`config.mk`:
```
export PLATFORM = sky130hd
export DESIGN_NAME = reflet_mem_serializer_flat
export DESIGN_NICKNAME = d
export VERILOG_FILES = /design/src/rtl/reflet_mem_serializer_pkg.sv /design/src/rtl/reflet_mem_serializer_if.sv /design/src/rtl/reflet_byte_count.sv /design/src/rtl/reflet_mem_serializer.sv /design/src/flat_wrapper.sv
export SDC_FILE = /design/constraint.sdc
export NUM_CORES = 1
export LEC_CHECK = 0
export ABC_AREA = 1
export CORE_MARGIN = 1
export CORE_UTILIZATION = 48
export CTS_CLUSTER_DIAMETER = 40
export DETAILED_ROUTE_END_ITERATION = 16
export PLACE_DENSITY = 0.75
export RECOVER_POWER = 25
export SETUP_SLACK_MARGIN = 0.4
export SLEW_MARGIN = 20
export SYNTH_ARGS = -nofsm -noshare
export SYNTH_HDL_FRONTEND = slang
export SYNTH_HIERARCHICAL = 1
export SYNTH_SLANG_ARGS = --single-unit
```
`constraint.sdc`:
```
create_clock -name clk -period 5.94 [get_ports clk]
set_clock_uncertainty 0.2 [all_clocks]
set_input_delay 1.782 -clock clk [delete_from_list [all_inputs] [get_ports clk]]
set_output_delay 1.782 -clock clk [all_outputs]
set_load 0.01 [all_outputs]
```
`src/rtl/reflet_mem_serializer_pkg.sv`:
```
// Shared definitions for the Reflet word-to-byte memory serializer:
// FSM state encoding, reduced-behaviour width codes and counter width.
package reflet_mem_serializer_pkg;

   // Serializer FSM states.
   typedef enum logic [1:0] {
      ST_IDLE   = 2'b00,
      ST_ACCESS = 2'b01,
      ST_DONE   = 2'b10
   } state_t;

   // Reduced-behaviour width codes as produced by the upstream stage.
   localparam logic [1:0] RB_FULL = 2'b00;
   localparam logic [1:0] RB_32   = 2'b01;
   localparam logic [1:0] RB_16   = 2'b10;
   localparam logic [1:0] RB_8    = 2'b11;

   // Width of byte counts and byte indices; wordsize/8 never exceeds 16.
   localparam int CNT_W = 8;

endpackage

```
`src/rtl/reflet_mem_serializer_if.sv`:
```
// Bus bundle between the Reflet core memory port, the serializer and the
// 8-bit external memory.
//
// Handshake semantics:
//   core side   - cpu_req is sampled only while busy is low; acceptance is
//                 the rising edge where cpu_req=1 and the serializer is idle.
//                 cpu_ready pulses for exactly one cycle when the access has
//                 completed; busy covers acceptance up to and including the
//                 cpu_ready cycle.
//   memory side - mem_req=1 presents one byte transfer (mem_addr,
//                 mem_write_en, mem_data_out held stable). The transfer
//                 completes on the rising edge where mem_ack=1; mem_data_in
//                 is valid in that same cycle. mem_ack with mem_req=0 is
//                 ignored.
interface reflet_mem_serializer_if #(
   parameter int wordsize = 16
);
   logic                cpu_req;
   logic                cpu_write_en;
   logic [wordsize-1:0] cpu_addr;
   logic [wordsize-1:0] cpu_data_out;
   logic [1:0]          reduced_behavior_bits;
   logic [wordsize-1:0] cpu_data_in;
   logic                cpu_ready;
   logic                busy;

   logic                mem_req;
   logic                mem_write_en;
   logic [wordsize-1:0] mem_addr;
   logic [7:0]          mem_data_out;
   logic [7:0]          mem_data_in;
   logic                mem_ack;

   // Environment view: core plus external memory.
   modport master (
      output cpu_req, cpu_write_en, cpu_addr, cpu_data_out, reduced_behavior_bits,
      input  cpu_data_in, cpu_ready, busy,
      input  mem_req, mem_write_en, mem_addr, mem_data_out,
      output mem_data_in, mem_ack
   );

   // Serializer view.
   modport slave (
      input  cpu_req, cpu_write_en, cpu_addr, cpu_data_out, reduced_behavior_bits,
      output cpu_data_in, cpu_ready, busy,
      output mem_req, mem_write_en, mem_addr, mem_data_out,
      input  mem_data_in, mem_ack
   );
endinterface

```
`src/rtl/reflet_byte_count.sv`:
```
// Maps a reduced-behaviour code to the number of bytes an access moves,
// clamped to the bytes actually present in a core word.
module reflet_byte_count
   import reflet_mem_serializer_pkg::*;
#(
   parameter int wordsize = 16
) (
   input  logic [1:0]       bits_i,
   output logic [CNT_W-1:0] n_o
);

   localparam logic [CNT_W-1:0] MAX_BYTES = CNT_W'(wordsize / 8);

   logic [CNT_W-1:0] raw_n;

   // Decode the width code, then clamp to the word size.
   always_comb begin
      raw_n = MAX_BYTES;
      case (bits_i)
         RB_32:   raw_n = CNT_W'(4);
         RB_16:   raw_n = CNT_W'(2);
         RB_8:    raw_n = CNT_W'(1);
         default: raw_n = MAX_BYTES;
      endcase
      n_o = (raw_n > MAX_BYTES) ? MAX_BYTES : raw_n;
   end

endmodule

```
`src/rtl/reflet_mem_serializer.sv`:
```
// Splits each core word access into little-endian byte transfers on an
// 8-bit request/acknowledge memory bus. Only the bytes required by the
// latched reduced-behaviour width are transferred.
module reflet_mem_serializer
   import reflet_mem_serializer_pkg::*;
#(
   parameter int wordsize = 16
) (
   input  logic                    clk,
   input  logic                    reset,
   reflet_mem_serializer_if.slave  bus,
   output state_t                  dbg_state_o
);

   localparam int NBYTES = wordsize / 8;

   state_t              state_q, state_d;
   logic [wordsize-1:0] addr_q;
   logic [wordsize-1:0] wdata_q;
   logic                we_q;
   logic [CNT_W-1:0]    n_q;
   logic [CNT_W-1:0]    idx_q;
   logic [wordsize-1:0] rd_q, rd_d;
   logic [wordsize-1:0] rdata_q;

   logic [CNT_W-1:0]    n_w;
   logic                accept;
   logic                last_ack;
   logic [7:0]          wbyte;

   reflet_byte_count #(.wordsize(wordsize)) u_byte_count (
      .bits_i (bus.reduced_behavior_bits),
      .n_o    (n_w)
   );

   // FSM state register.
   always_ff @(posedge clk or posedge reset) begin
      if (reset) state_q <= ST_IDLE;
      else       state_q <= state_d;
   end

   // Next-state logic plus the acceptance and final-byte strobes.
   always_comb begin
      state_d  = state_q;
      accept   = 1'b0;
      last_ack = 1'b0;
      case (state_q)
         ST_IDLE: begin
            if (bus.cpu_req) begin
               state_d = ST_ACCESS;
               accept  = 1'b1;
            end
         end
         ST_ACCESS: begin
            if (bus.mem_ack && (idx_q == n_q - CNT_W'(1))) begin
               state_d  = ST_DONE;
               last_ack = 1'b1;
            end
         end
         ST_DONE: state_d = ST_IDLE;
         default: state_d = ST_IDLE;
      endcase
   end

   // Select the current write byte and merge the incoming read byte.
   always_comb begin
      wbyte = 8'h00;
      rd_d  = rd_q;
      for (int b = 0; b < NBYTES; b++) begin
         if (idx_q == CNT_W'(b)) begin
            wbyte          = wdata_q[b*8 +: 8];
            rd_d[b*8 +: 8] = bus.mem_data_in;
         end
      end
   end

   // Transaction latches, byte index counter and read assembly.
   always_ff @(posedge clk or posedge reset) begin
      if (reset) begin
         addr_q  <= '0;
         wdata_q <= '0;
         we_q    <= 1'b0;
         n_q     <= '0;
         idx_q   <= '0;
         rd_q    <= '0;
         rdata_q <= '0;
      end else if (accept) begin
         addr_q  <= bus.cpu_addr;
         wdata_q <= bus.cpu_data_out;
         we_q    <= bus.cpu_write_en;
         n_q     <= n_w;
         idx_q   <= '0;
         if (!bus.cpu_write_en) rd_q <= '0;
      end else if ((state_q == ST_ACCESS) && bus.mem_ack) begin
         if (!we_q) rd_q <= rd_d;
         if (last_ack) begin
            // Publish the assembled word on entry to DONE; writes keep the
            // previous read result visible.
            if (!we_q) rdata_q <= rd_d;
         end else begin
            idx_q <= idx_q + CNT_W'(1);
         end
      end
   end

   // Outputs decoded from registered state only; zero outside ACCESS.
   assign bus.mem_req      = (state_q == ST_ACCESS);
   assign bus.mem_write_en = (state_q == ST_ACCESS) && we_q;
   assign bus.mem_addr     = (state_q == ST_ACCESS) ? (addr_q + wordsize'(idx_q)) : '0;
   assign bus.mem_data_out = (state_q == ST_ACCESS) ? wbyte : 8'h00;
   assign bus.cpu_ready    = (state_q == ST_DONE);
   assign bus.busy         = (state_q != ST_IDLE);
   assign bus.cpu_data_in  = rdata_q;
   assign dbg_state_o      = state_q;

endmodule

```
`src/flat_wrapper.sv`:
```
// flat-port wrapper written by rule: the top's interface ports become plain ports
module reflet_mem_serializer_flat import reflet_mem_serializer_pkg::*;
#(
   parameter int wordsize = 16
)
  (clk, reset, dbg_state_o, bus_cpu_req, bus_cpu_write_en, bus_cpu_addr, bus_cpu_data_out, bus_reduced_behavior_bits, bus_cpu_data_in, bus_cpu_ready, bus_busy, bus_mem_req, bus_mem_write_en, bus_mem_addr, bus_mem_data_out, bus_mem_data_in, bus_mem_ack);
  reflet_mem_serializer_if #(.wordsize(wordsize)) bus_i ();
  input  logic clk;
  input  logic reset;
  output state_t dbg_state_o;
  input wire logic [$bits(bus_i.cpu_req)-1:0] bus_cpu_req;
  input wire logic [$bits(bus_i.cpu_write_en)-1:0] bus_cpu_write_en;
  input wire logic [$bits(bus_i.cpu_addr)-1:0] bus_cpu_addr;
  input wire logic [$bits(bus_i.cpu_data_out)-1:0] bus_cpu_data_out;
  input wire logic [$bits(bus_i.reduced_behavior_bits)-1:0] bus_reduced_behavior_bits;
  output wire logic [$bits(bus_i.cpu_data_in)-1:0] bus_cpu_data_in;
  output wire logic [$bits(bus_i.cpu_ready)-1:0] bus_cpu_ready;
  output wire logic [$bits(bus_i.busy)-1:0] bus_busy;
  output wire logic [$bits(bus_i.mem_req)-1:0] bus_mem_req;
  output wire logic [$bits(bus_i.mem_write_en)-1:0] bus_mem_write_en;
  output wire logic [$bits(bus_i.mem_addr)-1:0] bus_mem_addr;
  output wire logic [$bits(bus_i.mem_data_out)-1:0] bus_mem_data_out;
  input wire logic [$bits(bus_i.mem_data_in)-1:0] bus_mem_data_in;
  input wire logic [$bits(bus_i.mem_ack)-1:0] bus_mem_ack;
  assign bus_i.cpu_req = bus_cpu_req;
  assign bus_i.cpu_write_en = bus_cpu_write_en;
  assign bus_i.cpu_addr = bus_cpu_addr;
  assign bus_i.cpu_data_out = bus_cpu_data_out;
  assign bus_i.reduced_behavior_bits = bus_reduced_behavior_bits;
  assign bus_cpu_data_in = bus_i.cpu_data_in;
  assign bus_cpu_ready = bus_i.cpu_ready;
  assign bus_busy = bus_i.busy;
  assign bus_mem_req = bus_i.mem_req;
  assign bus_mem_write_en = bus_i.mem_write_en;
  assign bus_mem_addr = bus_i.mem_addr;
  assign bus_mem_data_out = bus_i.mem_data_out;
  assign bus_i.mem_data_in = bus_mem_data_in;
  assign bus_i.mem_ack = bus_mem_ack;
  reflet_mem_serializer #(.wordsize(wordsize)) u_core (.clk(clk), .reset(reset), .bus(bus_i), .dbg_state_o(dbg_state_o));
endmodule
```
==> results.yml <==
power:
  p_per_area_mw_per_mm2: 362
  cellLeakagePower_nw: 3.09
  worst_ir_drop_vdd_mv: 0.307
finish:
  area_overhead_of_the_layout_relative_to_synthesis_pct: 23.7
  num-nets-final: 813
  layout-drive-gt1-share: 0.0607
  finish.utilization: 0.614
  antenna_diode_instance_count: 0
  layout.filler_cells: 880
route:
  route.antenna.remaining_nets: 0
  firstDrtPassIters: 5
  total_vias_in_the_final_route: 4624
  routed_wl_um: 12000
  via_per_inst: 5.19
  wl_per_cell_um: 13.5
  first_iter_violations: 206
  drc_errors: 0
grt:
  global_route.peak_usage_layer: "met2"
  globalRouteMet1Util: 0.318
  grt_usage: 0.245
  grtUsageMet3: 0.0400
  number_of_antenna_violations_at_the_first_check_in_global_routing: 0
  grt.overflow.total: 0
  groute.layer.met2.usage: 0.423
  grt_pass1_vias: 4387
  grt_max_degree: 60
  wire_length_of_the_first_global_routing_pass_um: 20200
setup_path:
  setup.worst_path.class: "primary input to register"
  critical-path-slowest-cell: "clkbuf_1"
  worst-r2r-cell-count: 8
  cp.arrival_ns: 5.12
  crit_chain: "dlygate4sd3_1, nand2_1, clkbuf_1, o21ai_4, inv_2, nor2_2, nand3_1, o21ai_1"
  reg2reg_slack_ns: 2.32
  r2r_start: "u_core/dbg_state_o[0]"
  worstPathMaxFanout: 49
  critPathMaxStageDelay_ns: 1.61
  start_kind: "primary input"
  worstSetupEndpointType: "register"
  required_ns: 5.95
  timing.rr.end: "u_core/rd_q[12]"
sta:
  finalWorstSetupSlack_ns: 0.838
  slew-limit-headroom: -0.494
  worst-slew-pin-transition_ns: 2.24
  final_hold_viols: 0
  fin_crit_sh: 0.859
  unrepaired_setup_endpoints_after_global_routing: "false"
  timing.fmax_mhz: 196
  period_minus_slack_ns: 5.10
  report.final.slew_viol_count: 99
  fin_worst_hold_slack_ns: 0.278
  report.final.setup_viol: 0
  fin_tns_setup_ns: 0
die:
  fp.dieW_um: 103
  core.rowCount: 36
  starting_density_of_the_core: 0.497
  top_ports: 93
  dieArea_mm2: 0.0105
  die-height_um: 103
  standard_cell_core_area_mm2: 0.00977
synthesis:
  synth_top_cell_area_share: 0.428
  syn-cell-area_mm2: 0.00485
  syn-instance-count: 673
  synth.ff_latch_count: 83
  post_synth_num_cell_types: 40
  synthesis.yosys.warnings: 6
  synthDominantAreaCellType: "dfrtp_1"
  post_synth_main_area_contributors: "dfrtp_1 (43%), nand2_1 (20%), nand3_1 (4.9%)"
  syn-mean-instance-area_um2: 7.21
  seq_area_frac_synth: 0.428
clock_network:
  cts_made_buffers: 9
  cts.sinks: 83
  htreeDepth: 3
  root_buffer: "clkbuf_8"
  post_cts.resized_instances: 0
  cts_tree: "done"
  cts_hold_buffers: 0
  worst_skew_pair.late_latency_ns: 0.36
  post_cts_repair_timing_setup_buffer_count: 0
  cts-root-to-sink-buffers: 2
  clkTransAtPathRegs_ns: 0.09
placed_design:
  worst_slack_after_detailed_placement_ns: 1.37
  dp.final_hpwl_um: 8580
  portBuffers: 92
  place.gp.congestion: 0.859
run:
  number_of_max_capacitance_violations_reported: 2
worst_hold_path:
  worst_hold_startpoint: "u_core/bus.cpu_data_in[13]"
  holdPathEnd: "u_core/bus.cpu_data_in[13]"
  holdPathStages: 2
  hold_class: "register to register"
outcome:
  violations: "capacitance limit, slew limit"
  outcome: "complete, but fails checks"
cell usage in the layout, fill, tap and decap left out, drive strengths merged, types with 10 or more instances in the layout:
cell / instances
clkbuf: 10
inv: 63
dfrtp: 83
o21ai: 58
ha: 12
nor2: 51
a21oi: 15
nand2: 258
nand3: 52
nand4: 22
clkdlybuf4s50: 90
cell families after synthesis:
group                    count (synthesis)  share of synthesized area
AND/OR/NAND/NOR                        393                      0.349
buffers and inverters                   95                     0.0848
XOR/XNOR                                 8                     0.0144
adder cells (fa/ha/maj)                 13                     0.0351
other                                    1                   0.000773
flip-flops                              83                      0.428
AO/OA/AOI/OAI                           80                     0.0884
worst max-delay path: cells and delay by family:
kind / cells / cell delay (ns)
AO/OA/AOI/OAI: 2 / 0.43
buffers and inverters: 3 / 2.41
AND/OR/NAND/NOR: 3 / 0.46
layer usage:
| layer | part of all wire | vias up |
|---|---|---|
| li1 | - | 2301 |
| met1 | 0.45 | 2172 |
| met2 | 0.49 | 138 |
| met3 | 0.048 | 13 |
| met4 | 0.011 | 0 |
| met5 | 0 | - |
registers in the layout (all words and copies together), names as in the netlist:
register,count
u_core/addr_q,16
u_core/bus.cpu_data_in,16
u_core/rd_q,16
u_core/wdata_q,16
u_core/idx_q,8
u_core/n_q,8
u_core/dbg_state_o,2
u_core/we_q,1
worst max-delay path by stage:
stage	from	endpoint	slack, ns	cells past startpoint
floorplan	reset	u_core/addr_q[0]	1.82	1
finish	bus_cpu_req	u_core/rd_q[12]	0.84	8
global route	bus_cpu_req	u_core/rd_q[13]	0.55	8
global placement	u_core/idx_q[0]	bus_mem_addr[12]	1.44	13
CTS	u_core/idx_q[0]	bus_mem_addr[12]	0.98	13
detailed placement	bus_cpu_req	u_core/rd_q[7]	1.37	7
cells in the mapped netlist (all sizes together):
master,n
dfrtp,83
xnor2,2
nor2,51
o21ai,58
ha,12
fa,1
buf,21
xor2,6
or2,1
nor4,1
o311ai,1
conb,1
inv,61
nand3,52
and2,1
nand3b,1
a211oi,1
nand4,22
nor3,6
o21bai,1
a21oi,15
a31oi,4
nand2,258
clkbuf,11
clkinv,2
through the flow:
stage                     area, um2  cells  power, mW
after floorplan                4870    678       1.43
after detailed placement       5820    875       1.78
after global placement         5820    875       1.76
after global routing           6000    891       2.34
final                          6000    891       2.18
after CTS                      6010    891       2.19
report_power, final:
| part | internal [mW] | total [mW] | switching (mW) | leakage, nW |
|---|---|---|---|---|
| Sequential | 0.710 | 0.847 | 0.137 | 1.07 |
| Clock | 0.164 | 0.398 | 0.234 | 0.0902 |
| Combinational | 0.396 | 0.931 | 0.535 | 1.93 |
final cells by class:
type | instances | area [um2] | area share
Clock buffer | 9 | 124 | 0.0206
Clock inverter | 7 | 72.6 | 0.0121
Inverter | 63 | 239 | 0.0398
Multi-Input combinational cell | 500 | 2380 | 0.396
Sequential cell | 83 | 2080 | 0.346
Tap cell | 133 | 166 | 0.0277
Timing Repair Buffer | 96 | 947 | 0.158
Power figures use the tool's default switching activity.
